$ cat src/rtl/block_fetch_pkg.sv
// Shared chunk geometry, block types and position helpers for the cache and its miss handler.
package block_fetch_pkg;

   localparam int unsigned CHUNK_WIDTH  = 16;
   localparam int unsigned COORD_W      = $clog2(CHUNK_WIDTH);
   localparam int unsigned CHUNK_ADDR_W = 3 * COORD_W;
   localparam int unsigned BLOCK_W      = 8;

   typedef logic signed [COORD_W-1:0] coord_t;

   typedef struct packed {
      coord_t x;
      coord_t y;
      coord_t z;
   } BlockPos;

   typedef logic [BLOCK_W-1:0] BlockType;

   localparam BlockType BLOCK_AIR   = '0;
   // Most negative coordinate doubles as the "no position" tag.
   localparam coord_t   TAG_INVALID = {1'b1, {(COORD_W-1){1'b0}}};

   function automatic logic pos_is_invalid(input BlockPos p);
      return (p.x == TAG_INVALID) || (p.y == TAG_INVALID) || (p.z == TAG_INVALID);
   endfunction

   // Offsetting by +W/2 is just an MSB flip; layout is {y, z, x} with x in the LSBs.
   function automatic logic [CHUNK_ADDR_W-1:0] block_pos_to_addr(input BlockPos p);
      return {~p.y[COORD_W-1], p.y[COORD_W-2:0],
              ~p.z[COORD_W-1], p.z[COORD_W-2:0],
              ~p.x[COORD_W-1], p.x[COORD_W-2:0]};
   endfunction

endpackage

$ cat src/rtl/block_fetch_if.sv
// Miss-request, chunk BRAM and fill signals between l1_cache and block_fetch.
interface block_fetch_if #(
   parameter int unsigned N = 4
);
   import block_fetch_pkg::*;

   localparam int unsigned PortW = (N > 1) ? $clog2(N) : 1;

   logic [N-1:0]            miss_valid;
   BlockPos [N-1:0]         miss_pos;
   logic [N-1:0]            miss_ready;
   logic                    mem_en;
   logic [CHUNK_ADDR_W-1:0] mem_addr;
   BlockType                mem_data;
   logic                    fill_valid;
   logic [PortW-1:0]        fill_port;
   BlockPos                 fill_pos;
   BlockType                fill_block;
   logic                    busy;

   modport master (
      output miss_valid, miss_pos, mem_data,
      input  miss_ready, mem_en, mem_addr, fill_valid, fill_port, fill_pos, fill_block, busy
   );

   modport slave (
      input  miss_valid, miss_pos, mem_data,
      output miss_ready, mem_en, mem_addr, fill_valid, fill_port, fill_pos, fill_block, busy
   );

endinterface

$ cat src/rtl/block_fetch_rr_arbiter.sv
// Round-robin arbiter: one-hot grant searching upward from a pointer that advances past the winner.
module block_fetch_rr_arbiter #(
   parameter int unsigned N = 4,
   localparam int unsigned IdxW = (N > 1) ? $clog2(N) : 1
) (
   input  logic            clk_i,
   input  logic            rst_i,
   input  logic [N-1:0]    req_i,
   input  logic            advance_i,
   output logic [N-1:0]    gnt_o,
   output logic [IdxW-1:0] gnt_idx_o,
   output logic            gnt_any_o
);

   logic [IdxW-1:0] ptr_q, ptr_d;
   logic [N-1:0]    masked;
   logic [N-1:0]    pick;

   always_comb begin
      masked = '0;
      for (int i = 0; i < N; i++) begin
         masked[i] = req_i[i] && (i >= int'(ptr_q));
      end
      // Fall back to the unmasked requests once nothing at or above the pointer is asking.
      pick      = (|masked) ? masked : req_i;
      gnt_o     = pick & ~(pick - 1'b1);
      gnt_any_o = |req_i;
      gnt_idx_o = '0;
      for (int i = N - 1; i >= 0; i--) begin
         if (pick[i]) begin
            gnt_idx_o = IdxW'(i);
         end
      end
   end

   always_comb begin
      ptr_d = ptr_q;
      if (advance_i && gnt_any_o) begin
         ptr_d = (gnt_idx_o == IdxW'(N - 1)) ? '0 : gnt_idx_o + 1'b1;
      end
   end

   always_ff @(posedge clk_i) begin
      if (rst_i) begin
         ptr_q <= '0;
      end else begin
         ptr_q <= ptr_d;
      end
   end

endmodule

$ cat src/rtl/block_fetch.sv
// Cache miss handler: arbitrates per-port misses, reads the chunk BRAM and returns one-cycle fills.
module block_fetch
   import block_fetch_pkg::*;
#(
   parameter int unsigned N            = 4,
   parameter int unsigned BRAM_LATENCY = 2
) (
   input logic          clk_in,
   input logic          rst_in,
   block_fetch_if.slave bus
);

   localparam int unsigned IdxW = (N > 1) ? $clog2(N) : 1;
   localparam int unsigned CntW = $clog2(BRAM_LATENCY + 1);

   localparam logic [1:0] StIdle  = 2'd0;
   localparam logic [1:0] StIssue = 2'd1;
   localparam logic [1:0] StWait  = 2'd2;
   localparam logic [1:0] StFill  = 2'd3;

   logic [1:0]              state_q, state_d;
   logic [CntW-1:0]         cnt_q, cnt_d;
   BlockPos                 req_pos_q, req_pos_d;
   logic [IdxW-1:0]         req_port_q, req_port_d;
   logic                    mem_en_q, mem_en_d;
   logic [CHUNK_ADDR_W-1:0] mem_addr_q, mem_addr_d;
   logic                    fill_valid_q, fill_valid_d;
   logic [IdxW-1:0]         fill_port_q, fill_port_d;
   BlockPos                 fill_pos_q, fill_pos_d;
   BlockType                fill_block_q, fill_block_d;

   logic [N-1:0]    gnt;
   logic [IdxW-1:0] gnt_idx;
   logic            gnt_any;
   logic            grant_fire;
   BlockPos         gnt_pos;

   assign grant_fire = (state_q == StIdle) && gnt_any;
   assign gnt_pos    = bus.miss_pos[gnt_idx];

   block_fetch_rr_arbiter #(
      .N (N)
   ) u_arb (
      .clk_i     (clk_in),
      .rst_i     (rst_in),
      .req_i     (bus.miss_valid),
      .advance_i (grant_fire),
      .gnt_o     (gnt),
      .gnt_idx_o (gnt_idx),
      .gnt_any_o (gnt_any)
   );

   always_comb begin
      state_d      = state_q;
      cnt_d        = cnt_q;
      req_pos_d    = req_pos_q;
      req_port_d   = req_port_q;
      mem_en_d     = 1'b0;
      mem_addr_d   = mem_addr_q;
      fill_valid_d = 1'b0;
      fill_port_d  = fill_port_q;
      fill_pos_d   = fill_pos_q;
      fill_block_d = fill_block_q;
      case (state_q)
         StIdle: begin
            if (gnt_any) begin
               req_pos_d  = gnt_pos;
               req_port_d = gnt_idx;
               // Invalid positions never touch memory; answer with air straight away.
               if (pos_is_invalid(gnt_pos)) begin
                  state_d      = StFill;
                  fill_valid_d = 1'b1;
                  fill_port_d  = gnt_idx;
                  fill_pos_d   = gnt_pos;
                  fill_block_d = BLOCK_AIR;
               end else begin
                  state_d    = StIssue;
                  mem_en_d   = 1'b1;
                  mem_addr_d = block_pos_to_addr(gnt_pos);
               end
            end
         end
         StIssue: begin
            state_d = StWait;
            cnt_d   = '0;
         end
         StWait: begin
            if (cnt_q == CntW'(BRAM_LATENCY - 1)) begin
               state_d      = StFill;
               fill_valid_d = 1'b1;
               fill_port_d  = req_port_q;
               fill_pos_d   = req_pos_q;
               fill_block_d = bus.mem_data;
            end else begin
               cnt_d = cnt_q + 1'b1;
            end
         end
         StFill: begin
            state_d = StIdle;
         end
         default: begin
            state_d = StIdle;
         end
      endcase
   end

   always_ff @(posedge clk_in) begin
      if (rst_in) begin
         state_q      <= StIdle;
         cnt_q        <= '0;
         req_pos_q    <= '{x: TAG_INVALID, y: TAG_INVALID, z: TAG_INVALID};
         req_port_q   <= '0;
         mem_en_q     <= 1'b0;
         mem_addr_q   <= '0;
         fill_valid_q <= 1'b0;
         fill_port_q  <= '0;
         fill_pos_q   <= '{x: TAG_INVALID, y: TAG_INVALID, z: TAG_INVALID};
         fill_block_q <= BLOCK_AIR;
      end else begin
         state_q      <= state_d;
         cnt_q        <= cnt_d;
         req_pos_q    <= req_pos_d;
         req_port_q   <= req_port_d;
         mem_en_q     <= mem_en_d;
         mem_addr_q   <= mem_addr_d;
         fill_valid_q <= fill_valid_d;
         fill_port_q  <= fill_port_d;
         fill_pos_q   <= fill_pos_d;
         fill_block_q <= fill_block_d;
      end
   end

   assign bus.miss_ready = (state_q == StIdle) ? gnt : '0;
   assign bus.mem_en     = mem_en_q;
   assign bus.mem_addr   = mem_addr_q;
   assign bus.fill_valid = fill_valid_q;
   assign bus.fill_port  = fill_port_q;
   assign bus.fill_pos   = fill_pos_q;
   assign bus.fill_block = fill_block_q;
   assign bus.busy       = (state_q != StIdle);

endmodule
$ cat src/flat_wrapper.sv
// flat-port wrapper written by rule: the top's interface ports become plain ports
module block_fetch_flat import block_fetch_pkg::*;
#(
   parameter int unsigned N            = 4,
   parameter int unsigned BRAM_LATENCY = 2
)
  (clk_in, rst_in, bus_miss_valid, bus_miss_pos, bus_mem_data, bus_miss_ready, bus_mem_en, bus_mem_addr, bus_fill_valid, bus_fill_port, bus_fill_pos, bus_fill_block, bus_busy);
  block_fetch_if #(.N(N)) bus_i ();
  input logic clk_in;
  input logic rst_in;
  input wire logic [$bits(bus_i.miss_valid)-1:0] bus_miss_valid;
  input wire logic [$bits(bus_i.miss_pos)-1:0] bus_miss_pos;
  input wire logic [$bits(bus_i.mem_data)-1:0] bus_mem_data;
  output wire logic [$bits(bus_i.miss_ready)-1:0] bus_miss_ready;
  output wire logic [$bits(bus_i.mem_en)-1:0] bus_mem_en;
  output wire logic [$bits(bus_i.mem_addr)-1:0] bus_mem_addr;
  output wire logic [$bits(bus_i.fill_valid)-1:0] bus_fill_valid;
  output wire logic [$bits(bus_i.fill_port)-1:0] bus_fill_port;
  output wire logic [$bits(bus_i.fill_pos)-1:0] bus_fill_pos;
  output wire logic [$bits(bus_i.fill_block)-1:0] bus_fill_block;
  output wire logic [$bits(bus_i.busy)-1:0] bus_busy;
  assign bus_i.miss_valid = bus_miss_valid;
  assign bus_i.miss_pos = bus_miss_pos;
  assign bus_i.mem_data = bus_mem_data;
  assign bus_miss_ready = bus_i.miss_ready;
  assign bus_mem_en = bus_i.mem_en;
  assign bus_mem_addr = bus_i.mem_addr;
  assign bus_fill_valid = bus_i.fill_valid;
  assign bus_fill_port = bus_i.fill_port;
  assign bus_fill_pos = bus_i.fill_pos;
  assign bus_fill_block = bus_i.fill_block;
  assign bus_busy = bus_i.busy;
  block_fetch #(.N(N), .BRAM_LATENCY(BRAM_LATENCY)) u_core (.clk_in(clk_in), .rst_in(rst_in), .bus(bus_i));
endmodule
$ cat config.mk
export PLATFORM = sky130hd
export DESIGN_NAME = block_fetch_flat
export DESIGN_NICKNAME = d
export VERILOG_FILES = /design/src/rtl/block_fetch_pkg.sv /design/src/rtl/block_fetch_if.sv /design/src/rtl/block_fetch_rr_arbiter.sv /design/src/rtl/block_fetch.sv /design/src/flat_wrapper.sv
export SDC_FILE = /design/constraint.sdc
export NUM_CORES = 1
export LEC_CHECK = 0
export CAP_MARGIN = 30
export CORE_MARGIN = 2
export CORE_UTILIZATION = 50
export CTS_CLUSTER_SIZE = 30
export DETAILED_ROUTE_END_ITERATION = 12
export GPL_ROUTABILITY_DRIVEN = 0
export PLACE_DENSITY = 0.92
export RECOVER_POWER = 25
export SLEW_MARGIN = 10
export SYNTH_ARGS = -nofsm -noshare
export SYNTH_HDL_FRONTEND = slang
export SYNTH_SLANG_ARGS = --single-unit
$ cat constraint.sdc
create_clock -name clk_in -period 6.2 [get_ports clk_in]
set_input_delay 1.24 -clock clk_in [delete_from_list [all_inputs] [get_ports clk_in]]
set_output_delay 1.24 -clock clk_in [all_outputs]
set_load 0.005 [all_outputs]
==> impl_metrics.py <==
metrics = {
    "global_routing": {
        "grt_max_degree": 45,
        "grt_use_total": 0.252,
        "grt_pass1_vias": 2756,
        "grt_remaining_overflow": 0,
        "antenna_found_initial": 1,
        "grt_pass1_wl_um": 13200,
    },
    "timing": {
        "fin_worst_skew_ps": 4.85,
        "final_hold_viol_count": 0,
        "slew_violations": 38,
        "fmax_mhz": 218,
        "relSlewSlack": -0.142,
        "tns_ps": 0,
        "setup_viol": 0,
        "period_minus_slack_ps": 4590,
        "tightest_slew_ps": 1710,
        "period_share": 0.741,
        "rsz0062_at_grt": "false",
    },
    "job": {
        "maxCapViolCount": 1,
    },
    "logic_synthesis": {
        "synth_edf_count": 0,
        "syn_area_per_cell_um2": 8.97,
        "yosysTopAreaCellShare": 0.362,
        "synth_largest_area_cell": "dfxtp_1",
        "yosysUniqueCellTypes": 46,
        "synthFlopType": "dfxtp_1",
        "ys_warn_count": 0,
        "yosysSeqAreaShare": 0.362,
        "async_flop_share": 0,
        "syn_area_mm2": 0.00309,
        "syn_inst": 345,
        "synth_nets": 411,
        "ys_seq_elements": 56,
        "synth_area_leaders": "dfxtp_1 36%, mux2i_1 16%, nand2_1 6.2%, mux2_2 4.4%, nor2_1 4.2%",
    },
    "clock_tree": {
        "cts_tree": "done",
        "cts_resized": 0,
        "root_buffer": "clkbuf_8",
        "clock_sinks": 56,
        "path_clk_slew_ps": 90,
        "htree_levels": 2,
        "clk_latency_ps": 310,
        "cts_buffers": 5,
        "hold_buffers": 0,
        "postCtsSetupRepairBufs": 0,
        "cts_buffer_depth": 2,
    },
    "worst_setup_path": {
        "cp-end-kind": "flop",
        "slowest_delay_ps": 790,
        "crit_arrival_ps": 4800,
        "worstReg2RegStart": "u_core.u_arb.ptr_q[1]",
        "crit_family": "multiplexers",
        "critPathBufInv": 2,
        "cp-start-kind": "input port",
        "worstSetupPathType": "input port to flop",
        "worstPathMaxFanout": 28,
        "cp-startpoint": "bus_miss_valid[2]",
        "cp_cell_sequence": "clkdlybuf4s50_1, mux2_4, a221oi_4, buf_4, mux2i_1, mux2i_1, nor4_4, nor4_4, mux2_2",
        "critPathSlowestCell": "nor4_4",
        "crit_required_ps": 6400,
    },
    "detailed_routing": {
        "first_pass_iters": 7,
        "wirelength_um": 8800,
        "viasPerCell": 5.76,
        "vias": 2939,
        "ant_nets": 0,
        "routedWlPerCell_um": 17.3,
        "first_iter_violations": 176,
        "route.detailed.drc": 0,
    },
    "finish": {
        "antennaDiodeCount": 0,
        "fillers": 430,
        "finalNonFillerCells": 510,
        "syn_to_final_growth_pct": 37.2,
        "nNetsFinal": 500,
        "drive_above_1_share": 0.101,
        "final_cell_area_mm2": 0.00424,
        "post-route-util": 0.713,
    },
    "floorplan": {
        "dieArea_mm2": 0.00683,
        "io-pin-count": 103,
        "initial_core_util": 0.520,
        "dieHeight_um": 82.7,
        "core_mm2": 0.00596,
        "fp.dieW_um": 82.7,
        "num_rows": 28,
    },
    "worst_hold_path": {
        "holdCritStartpoint": "u_core.req_pos_q[5]",
        "hp-class": "flop to flop",
    },
    "place": {
        "portBuffers": 102,
        "dpl-instance-area_mm2": 0.00411,
        "hpwl_um": 6350,
        "dp.cells": 501,
    },
    "run_status": {
        "status": "complete, but fails checks",
        "violations": "capacitance limit, slew limit",
    },
    "power": {
        "p_leak_nw": 1.70,
        "p_total_mw": 2.03,
        "power_density_mw_per_mm2": 479,
        "peakVddDrop_mv": 0.298,
    },
}
## cell type report
class                      count  area [um2]  area share
timing repair buffer         108        1070       0.252
clock inverter                 1        30.0     0.00708
multi-input combinational    255        1800       0.425
sequential                    56        1120       0.264
tap                           75        93.8      0.0221
clock buffer                   7        96.3      0.0227
inverter                       8        30.0     0.00708
## cell usage after synthesis, types with 2 or more instances
master	number
dfxtp_1	56
nand2_1	51
mux2i_1	50
nor2_1	35
a21oi_1	25
clkbuf_1	13
mux2_2	12
nand3_1	10
o211ai_1	9
o221a_2	9
nor2b_1	8
inv_1	7
buf_6	5
o21ai_0	5
a211oi_1	4
buf_4	4
ha_1	4
and3_1	3
buf_1	3
mux2_1	3
nand2b_1	2
nor3_1	2
nor4_4	2
## where the power goes
group	internal (mW)	switching (mW)	total [mW]	leakage, nW
logic	0.559	0.624	1.18	1.18
clock network	0.143	0.119	0.262	0.0645
registers	0.502	0.0853	0.588	0.460
total	1.20	0.828	2.03	1.70
## registers in the layout, summed over array words and instances (netlist names)
register	cells
u_core.bus.fill_pos	12
u_core.bus.mem_addr	12
u_core.req_pos_q	12
u_core.bus.fill_block	8
u_core.bus.fill_port	2
u_core.cnt_q	2
u_core.req_port_q	2
u_core.state_q	2
u_core.u_arb.ptr_q	2
u_core.bus.fill_valid	1
u_core.bus.mem_en	1
## per-layer routing
layer | wire length [um] | track usage
met3 | 750 | 0.0554
met2 | 4220 | 0.415
met1 | 3480 | 0.310
met5 | 0 | 0
met4 | 347 | 0.130
## cell families after synthesis
group,count (synthesis),share of synthesized area
compound gates,62,0.148
buf+inv,34,0.0586
mux,66,0.221
simple gates,123,0.193
flops,56,0.362
fa+ha+maj,4,0.0162
## cells in the final DEF, fill, tap and decap left out, types with 2 or more instances in the layout
master	count
a211oi_1	4
a21oi_1	25
and3_1	3
buf_4	4
clkbuf_8	7
clkdlybuf4s50_1	79
dfxtp_1	56
dlygate4sd3_1	23
ha_1	4
inv_1	7
mux2_1	3
mux2_2	12
mux2i_1	50
nand2_1	51
nand2b_1	2
nand3_1	10
nor2_1	35
nor2b_1	8
nor3_1	2
nor4_4	2
o211ai_1	9
o21ai_0	5
o221a_2	9
## path summary, 6_finish.rpt
path / endpoint / slack [ps] / cells after the start
worst min-delay path: u_core.req_pos_q[5] / 460 / 2
worst max-delay path: u_core.bus.mem_addr[1] / 1610 / 9
worst max register to register: u_core.bus.mem_addr[1] / 2510 / 8
worst min register to register: u_core.req_pos_q[5] / 460 / 2
## worst register-to-register path: cells and delay by family, from the launching register on
kind | cells | cell delay [ps]
compound gates | 1 | 210
buf+inv | 1 | 430
flops | 1 | 540
mux | 4 | 1470
simple gates | 2 | 930
## per-stage QoR
| step | hold WS (ps) | setup slack [ps] |
|---|---|---|
| final | 460 | 1610 |
| after global routing | 482 | 1370 |
| after CTS | 462 | 1620 |
| after detailed placement | 450 | 1310 |
| after global placement | 443 | 1530 |
| after floorplan | 433 | 2560 |
Power figures use the tool's default switching activity.
